## config.mk

```make
export PLATFORM = sky130hd
export DESIGN_NAME = uart_rx_fifo
export DESIGN_NICKNAME = d
export VERILOG_FILES = /design/src/rtl/uart_rx_fifo.sv
export SDC_FILE = /design/constraint.sdc
export NUM_CORES = 1
export LEC_CHECK = 0
export BUFFER_PORTS_ARGS = -buffer_cell sky130_fd_sc_hd__buf_4
export CAP_MARGIN = 40
export CORE_MARGIN = 1.5
export CORE_UTILIZATION = 55
export DETAILED_ROUTE_END_ITERATION = 12
export PLACE_DENSITY = 0.73
export SYNTH_ARGS = -nofsm -noshare
export SYNTH_HDL_FRONTEND = slang
export SYNTH_SLANG_ARGS = --single-unit
export TNS_END_PERCENT = 100
```

## constraint.sdc

```tcl
create_clock -name clock -period 5.3 [get_ports clock]
set_input_delay 1.59 -clock clock [delete_from_list [all_inputs] [get_ports clock]]
set_output_delay 1.59 -clock clock [all_outputs]
set_load 0.02 [all_outputs]
```

## src/rtl/uart_rx_fifo.sv

```systemverilog
`default_nettype none
// ============================================================================
// Module   : uart_rx_fifo
// Purpose  : UART receive buffer with a first-word-fall-through FIFO, sticky
//            overrun flag, character timeout and level interrupt.
// Revision : 1.0 - initial release
// ============================================================================
module uart_rx_fifo #(
   parameter int DEPTH_LOG2    = 4,
   parameter int THRESHOLD     = 8,
   parameter int TIMEOUT_TICKS = 640
) (
   input  logic                  clock,
   input  logic                  reset_n,
   input  logic                  uart_tick_16x,
   input  logic [7:0]            rx_data,
   input  logic                  rx_valid,
   output logic [7:0]            rd_data,
   output logic                  rd_valid,
   input  logic                  rd_ready,
   output logic [DEPTH_LOG2:0]   count,
   output logic                  full,
   output logic                  overrun,
   input  logic                  overrun_clear,
   output logic                  rx_timeout,
   output logic                  irq
);

   localparam int                  c_depth_int = 1 << DEPTH_LOG2;
   localparam logic [DEPTH_LOG2:0] c_depth     = (DEPTH_LOG2+1)'(c_depth_int);
   localparam logic [DEPTH_LOG2:0] c_threshold = (DEPTH_LOG2+1)'(THRESHOLD);
   localparam logic [DEPTH_LOG2:0] c_one       = (DEPTH_LOG2+1)'(1);
   localparam logic [11:0]         c_timeout   = 12'(TIMEOUT_TICKS);
   localparam logic [11:0]         c_tick_one  = 12'd1;

   logic [7:0]            r_mem [c_depth_int];
   logic [DEPTH_LOG2-1:0] r_wr_ptr;
   logic [DEPTH_LOG2-1:0] r_rd_ptr;
   logic [11:0]           r_tcnt;

   logic                  w_push;
   logic                  w_pop;
   logic                  w_drop;
   logic [DEPTH_LOG2:0]   w_count_nxt;
   logic [11:0]           w_tcnt_nxt;
   logic                  w_overrun_nxt;
   logic                  w_timeout_nxt;
   logic                  w_irq_nxt;

   // A full FIFO still accepts a byte when the head is popped on the same edge.
   always_comb begin
      w_pop  = rd_valid & rd_ready;
      w_push = rx_valid & (~full | w_pop);
      w_drop = rx_valid & ~w_push;
   end

   always_comb begin
      w_count_nxt = count;
      case ({w_push, w_pop})
         2'b10:   w_count_nxt = count + c_one;
         2'b01:   w_count_nxt = count - c_one;
         default: w_count_nxt = count;
      endcase
   end

   // A drop outranks a simultaneous clear so no overrun event is ever lost.
   always_comb begin
      w_overrun_nxt = overrun;
      if (w_drop) begin
         w_overrun_nxt = 1'b1;
      end else if (overrun_clear) begin
         w_overrun_nxt = 1'b0;
      end
   end

   always_comb begin
      w_tcnt_nxt = r_tcnt;
      if (w_push | w_pop | ~rd_valid) begin
         w_tcnt_nxt = 12'd0;
      end else if (uart_tick_16x && (r_tcnt != c_timeout)) begin
         w_tcnt_nxt = r_tcnt + c_tick_one;
      end
      w_timeout_nxt = (w_tcnt_nxt == c_timeout) && (w_count_nxt != '0);
      w_irq_nxt     = (w_count_nxt >= c_threshold) | w_timeout_nxt | w_overrun_nxt;
   end

   always_ff @(posedge clock or negedge reset_n) begin
      if (!reset_n) begin
         r_wr_ptr   <= '0;
         r_rd_ptr   <= '0;
         r_tcnt     <= '0;
         count      <= '0;
         rd_valid   <= 1'b0;
         full       <= 1'b0;
         overrun    <= 1'b0;
         rx_timeout <= 1'b0;
         irq        <= 1'b0;
      end else begin
         if (w_push) begin
            r_wr_ptr <= r_wr_ptr + 1'b1;
         end
         if (w_pop) begin
            r_rd_ptr <= r_rd_ptr + 1'b1;
         end
         r_tcnt     <= w_tcnt_nxt;
         count      <= w_count_nxt;
         rd_valid   <= (w_count_nxt != '0);
         full       <= (w_count_nxt == c_depth);
         overrun    <= w_overrun_nxt;
         rx_timeout <= w_timeout_nxt;
         irq        <= w_irq_nxt;
      end
   end

   // Storage is left unreset; only pointers and count define what is valid.
   always_ff @(posedge clock) begin
      if (w_push) begin
         r_mem[r_wr_ptr] <= rx_data;
      end
   end

   assign rd_data = r_mem[r_rd_ptr];

endmodule
`default_nettype wire

```

==> results of run 1 <==
==> stage by stage <==
step / hold slack [ns] / cells / utilization [%]
floorplan: 0.523 / 379 / -
detailed placement: 0.555 / 552 / 59.6
global route: 0.597 / 584 / 64.2
finish: 0.560 / 584 / 64.2
CTS: 0.567 / 584 / 64.2
global placement: 0.540 / 548 / 59.3
==> critical path: cells and delay by family (launching register included) <==
| kind | cells | cell delay [ns] |
|---|---|---|
| muxes | 2 | 1.12 |
| DFF | 1 | 0.76 |
| buffers and inverters | 2 | 0.51 |
==> power groups by stage <==
stage / clock [mW] / sequential, mW / combinational [mW]
floorplan: 0 / 1.62 / 0.927
global placement: 0 / 1.70 / 1.16
detailed placement: 0 / 1.71 / 1.19
CTS: 1.14 / 1.69 / 1.19
global route: 1.20 / 1.71 / 1.26
finish: 1.12 / 1.69 / 1.17
==> layer usage <==
layer	vias to the layer above	part of all wire [%]
li1	1587	-
met1	1782	40
met2	111	53
met3	11	5.5
met4	0	1.0
met5	-	0
==> sequential cells by signal, indices dropped and copies added (netlist names) <==
name,cells
r_tcnt,12
count,5
overrun,1
r_mem,128
r_wr_ptr,4
irq,1
full,1
rx_timeout,1
rd_valid,1
r_rd_ptr,4
==> cells in the mapped netlist, types with 2 or more instances <==
cell / number / area, um^2
sky130_fd_sc_hd__edfxtp_1: 128 / 3840
sky130_fd_sc_hd__dfrtp_1: 30 / 751
sky130_fd_sc_hd__nor2_1: 22 / 82.6
sky130_fd_sc_hd__mux4_2: 21 / 473
sky130_fd_sc_hd__mux4_1: 19 / 499
sky130_fd_sc_hd__inv_1: 18 / 67.6
sky130_fd_sc_hd__nand2_1: 18 / 67.6
sky130_fd_sc_hd__xnor2_1: 15 / 131
sky130_fd_sc_hd__ha_1: 11 / 138
sky130_fd_sc_hd__and2_1: 10 / 62.6
sky130_fd_sc_hd__nand4_1: 8 / 50.1
sky130_fd_sc_hd__xor2_1: 8 / 70.1
sky130_fd_sc_hd__a21oi_1: 6 / 30.0
sky130_fd_sc_hd__o21ai_0: 6 / 30.0
sky130_fd_sc_hd__nand3_1: 5 / 25.0
sky130_fd_sc_hd__clkbuf_1: 4 / 15.0
sky130_fd_sc_hd__nor3_1: 4 / 20.0
sky130_fd_sc_hd__nor4_1: 4 / 25.0
sky130_fd_sc_hd__buf_2: 3 / 15.0
sky130_fd_sc_hd__buf_4: 3 / 22.5
sky130_fd_sc_hd__buf_6: 3 / 33.8
sky130_fd_sc_hd__a31oi_1: 2 / 12.5
sky130_fd_sc_hd__buf_8: 2 / 30.0
sky130_fd_sc_hd__mux2_2: 2 / 22.5
sky130_fd_sc_hd__nor2b_1: 2 / 12.5
sky130_fd_sc_hd__nor3b_1: 2 / 15.0
sky130_fd_sc_hd__or3_1: 2 / 12.5
==> final cells by class <==
cell class | count | area, um^2
clock buffer | 17 | 425
clock inverter | 15 | 130
fill | 794 | 4300
inverter | 18 | 67.6
multi-input combinational | 187 | 1990
sequential | 158 | 4600
tap | 147 | 184
timing repair buffer | 42 | 319
==> worst min path at each step <==
stage                    start          to  slack [ns]
global route        r_tcnt[11]  r_tcnt[11]        0.60
global placement    r_tcnt[11]  r_tcnt[11]        0.54
detailed placement  r_tcnt[11]  r_tcnt[11]        0.55
CTS                 r_tcnt[11]  r_tcnt[11]        0.57
floorplan           r_tcnt[11]  r_tcnt[11]        0.52
finish              r_tcnt[11]  r_tcnt[11]        0.56
==> kinds of logic after synthesis <==
logic type | count (synthesis) | share of synthesized area (%)
and+or+nand+nor | 86 | 6.75
AOI/OAI and AO/OA | 24 | 2.44
DFF | 158 | 67.9
buffers and inverters | 34 | 3.01
muxes | 43 | 14.9
xor gates and xnor gates | 23 | 2.98
adders and majority gates | 11 | 2.03
==> results.rst, run 1 <==
.. list-table::
   :header-rows: 1

   * - Metric
     - Value
   * - Status
     - finished clean
   * - Yosys warns
     - 0
   * - Initial Utilization
     - 56.3%
   * - Worst-path maximum fanout
     - 19
   * - Via Count
     - 3491
   * - Portion of total power attributed to combinational logic
     - 29.5%
   * - Leak Pwr
     - 2.75 nW
   * - Wire length of the first global-routing pass
     - 19.4 mm
   * - Mapped Area
     - 6760 um^2
   * - Master cell of the clock root buffer
     - sky130_fd_sc_hd__clkbuf_16
   * - Worst setup skew after layout
     - 0.0113 ns
   * - Worst EP required
     - 3.71 ns
   * - TritonCTS clock tree
     - yes
   * - TritonCTS buffer count
     - 17
   * - Distinct cell type count of the synthesized netlist
     - 48
   * - Hold Path Class
     - reg -> reg
   * - Power after layout
     - 3.98 mW
   * - Final hold violation count
     - 0
   * - Slowest cell delay on critical path
     - 0.76 ns
   * - Clock network fraction of total power
     - 28.2%
   * - Maximum number of pins on one net before global-route repair
     - 33
   * - Average via count per standard cell
     - 5.98
   * - Met1 usage in global routing
     - 27.5%
   * - Grt ovf
     - 0
   * - Share of the clock period used by the worst path after layout
     - 83.0%
   * - Global placer's final weighted congestion
     - 0.803
   * - Met3 demand-to-capacity share in global routing
     - 5.37%
   * - Max Root-Sink Buffers
     - 2
   * - Top cell by count, worst path
     - sky130_fd_sc_hd__buf_4
   * - Most common flop cell mapped by yosys
     - sky130_fd_sc_hd__edfxtp_1
   * - # Max-Cap Violations
     - 0
   * - Portion of the post-synthesis area used by sequential elements
     - 67.9%
   * - Arrival time of the worst setup path
     - 2.81 ns
   * - Worst supply voltage drop on vdd
     - 0.000212 V
   * - Async set or reset register ratio after synthesis
     - 19.0%
   * - Startpoint kind of the worst setup timing path
     - flop
   * - Iteration count of the initial detailed-routing pass
     - 5
   * - Synth Area per Inst
     - 17.8 um^2
   * - Detailed-route wire length
     - 12.6 mm
   * - Post-detailed-route DRC marker count
     - 0
   * - Share of cells above drive strength 1
     - 24.7%
   * - Worst R2R Start
     - rd_valid
   * - Fin crit period
     - 4.40 ns
   * - Int Pwr
     - 2.71 mW
   * - Number of synthesized flops with an enable pin
     - 128
   * - Core box area
     - 12000 um^2
   * - Antenna violations before repair
     - 0
   * - Clock sinks
     - 158
   * - Switching share of power
     - 31.8%
   * - CP endpoint
     - rd_data[4]
   * - Source-to-sink clock delay at the later pin of the worst-skew pair
     - 0.42 ns
   * - Final setup slack of the worst path
     - 0.904 ns
   * - Number of antenna diodes
     - 0
   * - Beginning of the critical path
     - r_rd_ptr[0]
   * - Worst slack at placement
     - 0.880 ns
   * - Overall die width
     - 114 um
   * - Peak clock frequency supported by timing
     - 227 MHz
   * - Count of routing violations after the opening detailed-route iteration
     - 376
   * - Area grow syn2layout
     - 14.0%
   * - Setup repair after global routing missed its margin
     - false
   * - Overall routing resource usage
     - 21.2%
   * - Total of endpoints with negative setup slack in the final report
     - 0
   * - Full die area
     - 13000 um^2
   * - Slew at the pin closest to its max-slew limit
     - 0.754 ns
   * - Count of pins over their slew limit
     - 0
   * - Final net count
     - 449
   * - Worst Hold Depth
     - 2
   * - CTS H-tree depth
     - 4
   * - Power per cell area
     - 516 nW/um^2
   * - Clock Pin Slew Worst Setup and Hold Paths
     - 0.06 ns
   * - Cells after synthesis
     - 379
   * - Cell area after placement
     - 7160 um^2
   * - Std cell rows
     - 40
   * - Post-route ant nets
     - 0
   * - Minimum setup slack among reg-to-reg paths
     - 2.19 ns
   * - Number of global-route vias before repair
     - 3435
   * - CTS hold repair buffers
     - 0
   * - Seq cells post-synth
     - 158
   * - Post-Synthesis Net Count
     - 404
   * - Share of total power in sequential cells
     - 42.4%
   * - Routed wire per std cell
     - 21.5 um
   * - Placed wire-length estimate after detailed placement
     - 7.92 mm
   * - Number of I/O port buffers
     - 31
   * - M2 GR Usage
     - 35.5%
   * - Number of gates resized after CTS
     - 0
   * - Crit Reg-Reg Endpoint
     - irq
   * - Commonest non-fill, non-tap cells in the layout
     - sky130_fd_sc_hd__edfxtp_1, sky130_fd_sc_hd__buf_4, sky130_fd_sc_hd__dfrtp_1
   * - Number of top-level pins
     - 32
   * - Type of destination of the critical path
     - output pin
   * - Ordered cell list for the critical path
     - buf_4 > mux4_1 > mux4_2 > buf_4
   * - Most utilized layer in the global route result
     - met2
   * - Critical path start-end classification
     - reg -> out
   * - Max stage delay cell, worst path
     - sky130_fd_sc_hd__dfrtp_2
   * - Worst r2r path cells
     - 13
   * - Finished layout cell area
     - 7710 um^2
   * - Post-CTS setup-driven buffer insertion count
     - 0
   * - Height of the chip
     - 114 um
   * - Switching power
     - 1.27 mW
   * - Final total negative setup slack
     - 0 ns
   * - Commonest non-fill, non-tap cell in the layout
     - sky130_fd_sc_hd__edfxtp_1
   * - Worst-case headroom to the max-slew limit
     - 49.7%
Note: power is estimated with default switching activity, not from simulation.
==> run 2: changes to the inputs <==
--- a/config.mk
+++ b/config.mk
@@ -5,12 +5,13 @@
 export SDC_FILE = /design/constraint.sdc
 export NUM_CORES = 1
 export LEC_CHECK = 0
+export ABC_AREA = 1
 export BUFFER_PORTS_ARGS = -buffer_cell sky130_fd_sc_hd__buf_4
 export CAP_MARGIN = 40
 export CORE_MARGIN = 1.5
 export CORE_UTILIZATION = 55
 export DETAILED_ROUTE_END_ITERATION = 12
-export PLACE_DENSITY = 0.73
+export PLACE_DENSITY = 0.75
 export SYNTH_ARGS = -nofsm -noshare
 export SYNTH_HDL_FRONTEND = slang
 export SYNTH_SLANG_ARGS = --single-unit
==> constraint.sdc (replaced) <==
create_clock -name clock -period 3.7 [get_ports clock]
set_input_delay 1.11 -clock clock [delete_from_list [all_inputs] [get_ports clock]]
set_output_delay 1.11 -clock clock [all_outputs]
set_load 0.02 [all_outputs]
==> run 2 against run 1 <==
  * Via count rose by 27%
  * Synthesized cell count rose by 51%
  * Critical path type unchanged
  * Final cell count rose by 37%
  * Worst hold slack got worse by 0.0042 ns
  * Clock power rose by 51%
  * Wire length rose by 11%
  * Core utilization rose by 1.5 points
  * Sequential power rose by 36%
  * Setup slack got worse by 0.51 ns
  * First-iteration DRC count rose by 12%
  * Die area rose by 1.5%
  * Combinational power rose by 77%
  * Critical endpoint is now rd_data[3]
==> results.rst, run 2 <==
.. list-table::
   :header-rows: 1

   * - Metric
     - Value
   * - Status
     - finished clean
   * - # Max-Cap Violations
     - 0
   * - Overall routing resource usage
     - 23.2%
   * - Share of the clock period used by the worst path after layout
     - 89.3%
   * - Worst-case headroom to the max-slew limit
     - 65.0%
   * - Post-Layout Cell Count
     - 801
   * - Distinct cell type count of the synthesized netlist
     - 34
   * - Fin crit period
     - 3.30 ns
   * - Std cell rows
     - 40
   * - CTS H-tree depth
     - 4
   * - Height of the chip
     - 115 um
   * - Number of gates resized after CTS
     - 0
   * - Leading post-synthesis cells by cell area
     - sky130_fd_sc_hd__edfxtp_1, sky130_fd_sc_hd__dfrtp_1, sky130_fd_sc_hd__nor2_1
   * - Type of destination of the critical path
     - output pin
   * - Number of antenna diodes
     - 0
   * - Detailed-route wire length
     - 14.0 mm
   * - Count of pins over their slew limit
     - 0
   * - Post-Synthesis Net Count
     - 599
   * - Hold slack
     - 0.556 ns
   * - Most numerous cell types in the synthesized netlist
     - sky130_fd_sc_hd__edfxtp_1, sky130_fd_sc_hd__nor2_1, sky130_fd_sc_hd__nand2_1, sky130_fd_sc_hd__inv_1, sky130_fd_sc_hd__o21ai_0
   * - Wire length of the first global-routing pass
     - 22.7 mm
   * - Iteration count of the initial detailed-routing pass
     - 5
   * - Area grow syn2layout
     - 15.8%
   * - Via Count
     - 4442
   * - Startpoint kind of the worst setup timing path
     - flop
   * - TritonCTS buffer count
     - 17
   * - Clock sinks
     - 158
   * - Grt ovf
     - 0
   * - Placed instance count
     - 770
   * - Synth Area per Inst
     - 12.0 um^2
   * - Placed wire-length estimate after detailed placement
     - 9.07 mm
   * - Routed wire per std cell
     - 17.4 um
   * - Number of top-level pins
     - 32
   * - Number of global-route vias before repair
     - 4538
   * - Post-route ant nets
     - 0
   * - Commonest non-fill, non-tap cell in the layout
     - sky130_fd_sc_hd__edfxtp_1
   * - Max Root-Sink Buffers
     - 2
   * - Worst EP required
     - 2.59 ns
   * - Power per cell area
     - 760 nW/um^2
   * - Fraction of synthesized cell area taken by the top area cell type
     - 56.0%
   * - TritonCTS clock tree
     - yes
   * - Cells after synthesis
     - 574
   * - Post-detailed-route DRC marker count
     - 0
   * - Portion of the post-synthesis area used by sequential elements
     - 66.9%
   * - Global placer's final weighted congestion
     - 0.826
   * - Commonest non-fill, non-tap cells in the layout
     - sky130_fd_sc_hd__edfxtp_1, sky130_fd_sc_hd__nor2_1, sky130_fd_sc_hd__nand2_1
   * - Setup repair after global routing missed its margin
     - false
   * - CTS hold repair buffers
     - 0
   * - Final total negative setup slack
     - 0 ns
   * - Peak clock frequency supported by timing
     - 303 MHz
   * - Initial Utilization
     - 56.7%
   * - Maximum number of pins on one net before global-route repair
     - 67
   * - Overall die width
     - 115 um
   * - Source-to-sink clock delay at the later pin of the worst-skew pair
     - 0.42 ns
   * - Number of flip-flops in the largest register
     - 128
   * - Full die area
     - 13200 um^2
   * - Arrival time of the worst setup path
     - 2.19 ns
   * - Most common flop cell mapped by yosys
     - sky130_fd_sc_hd__edfxtp_1
   * - Antenna violations before repair
     - 0
   * - Total of endpoints with negative setup slack in the final report
     - 0
   * - Average via count per standard cell
     - 5.55
   * - Core box area
     - 12100 um^2
   * - Hold Path Class
     - reg -> reg
   * - Filler cells
     - 914
   * - Cell taking the most area after synthesis
     - sky130_fd_sc_hd__edfxtp_1
   * - Number of I/O port buffers
     - 31
   * - Largest register by flop count
     - r_mem
   * - Number of synthesized flops with an enable pin
     - 128
   * - Worst-path maximum fanout
     - 15
   * - Final setup slack of the worst path
     - 0.397 ns
   * - Yosys warns
     - 0
   * - Post-CTS setup-driven buffer insertion count
     - 0
   * - Clock Pin Slew Worst Setup and Hold Paths
     - 0.06 ns
   * - Seq cells post-synth
     - 158
   * - Slew at the pin closest to its max-slew limit
     - 0.524 ns
   * - Dominant cell by count in the synthesized netlist
     - sky130_fd_sc_hd__edfxtp_1
   * - Final net count
     - 646
   * - Leak Pwr
     - 3.19 nW
   * - Registers with the most flip-flops
     - r_mem: 128 flops, r_tcnt: 12 flops, count: 5 flops
   * - Worst slack at placement
     - 0.231 ns
   * - Final hold violation count
     - 0
   * - Count of routing violations after the opening detailed-route iteration
     - 420
   * - Master cell of the clock root buffer
     - sky130_fd_sc_hd__clkbuf_16
   * - Mapped Area
     - 6870 um^2
   * - Worst setup skew after layout
     - 0.00796 ns
   * - Worst supply voltage drop on vdd
     - 0.000525 V
   * - Async set or reset register ratio after synthesis
     - 19.0%
   * - Critical path start-end classification
     - reg -> out
   * - Share of cells above drive strength 1
     - 15.8%
run 2: cell families after synthesis:
group                    count (synthesis)  share of synthesized area [%]
AND/OR/NAND/NOR                        208                           13.7
flip-flops                             158                           66.9
AO/OA/AOI/OAI                           83                           8.07
buffers and inverters                   82                           4.83
multiplexers                            24                           3.50
adder cells (fa/ha/maj)                 11                           2.00
XOR/XNOR                                 8                           1.02
run 2: worst paths after layout:
path | start | endpoint | slack (ns) | cells past startpoint
setup / recovery | r_rd_ptr[0] | rd_data[3] | 0.40 | 7
hold / removal | count[0] | count[0] | 0.56 | 1
setup reg to reg | rd_valid | irq | 1.07 | 17
hold reg to reg | count[0] | count[0] | 0.56 | 1
max in group asynchronous | reset_n | r_rd_ptr[0] | 2.77 | 1
min in group asynchronous | reset_n | count[3] | 0.62 | 1
run 2: final cells by class:
class	count	area, um^2	area share [%]
clock buffer	23	448	5.63
clock inverter	8	120	1.51
inverter	57	214	2.69
multi-input combinational	334	1940	24.4
sequential	158	4600	57.8
tap	168	210	2.64
timing repair buffer	53	423	5.32
run 2: per-layer routing:
layer,up-vias,global-route usage [%],part of all wire (%)
met5,-,0,0
met2,130,37.4,49
met1,2160,30.6,43
li1,2130,-,-
met4,0,10.6,2.2
met3,22,4.90,5.5
run 2: critical path, cell delays in order, from the launching register on:
cell	delay, ns
sky130_fd_sc_hd__dfrtp_2	0.42
sky130_fd_sc_hd__inv_1	0.34
sky130_fd_sc_hd__buf_4	0.30
sky130_fd_sc_hd__nor2_1	0.06
sky130_fd_sc_hd__o221ai_1	0.25
sky130_fd_sc_hd__nand3_1	0.16
sky130_fd_sc_hd__nand2_1	0.10
sky130_fd_sc_hd__buf_4	0.14
run 2: report_power, final:
part           internal [mW]  switching (mW)  leakage (nW)  total, mW
Sequential              2.16           0.130          1.54       2.29
Clock                   1.05           0.638         0.271       1.69
Combinational          0.737            1.33          1.39       2.07
run 2: through the flow:
step / util (%) / power [mW] / area [um^2]
2_1_floorplan: - / 3.67 / 6870
3_3_place_gp: 61.0 / 4.32 / 7390
3_5_place_dp: 61.0 / 4.39 / 7390
4_1_cts: 65.7 / 6.08 / 7950
5_1_grt: 65.7 / 6.39 / 7950
6_report: 65.7 / 6.05 / 7950
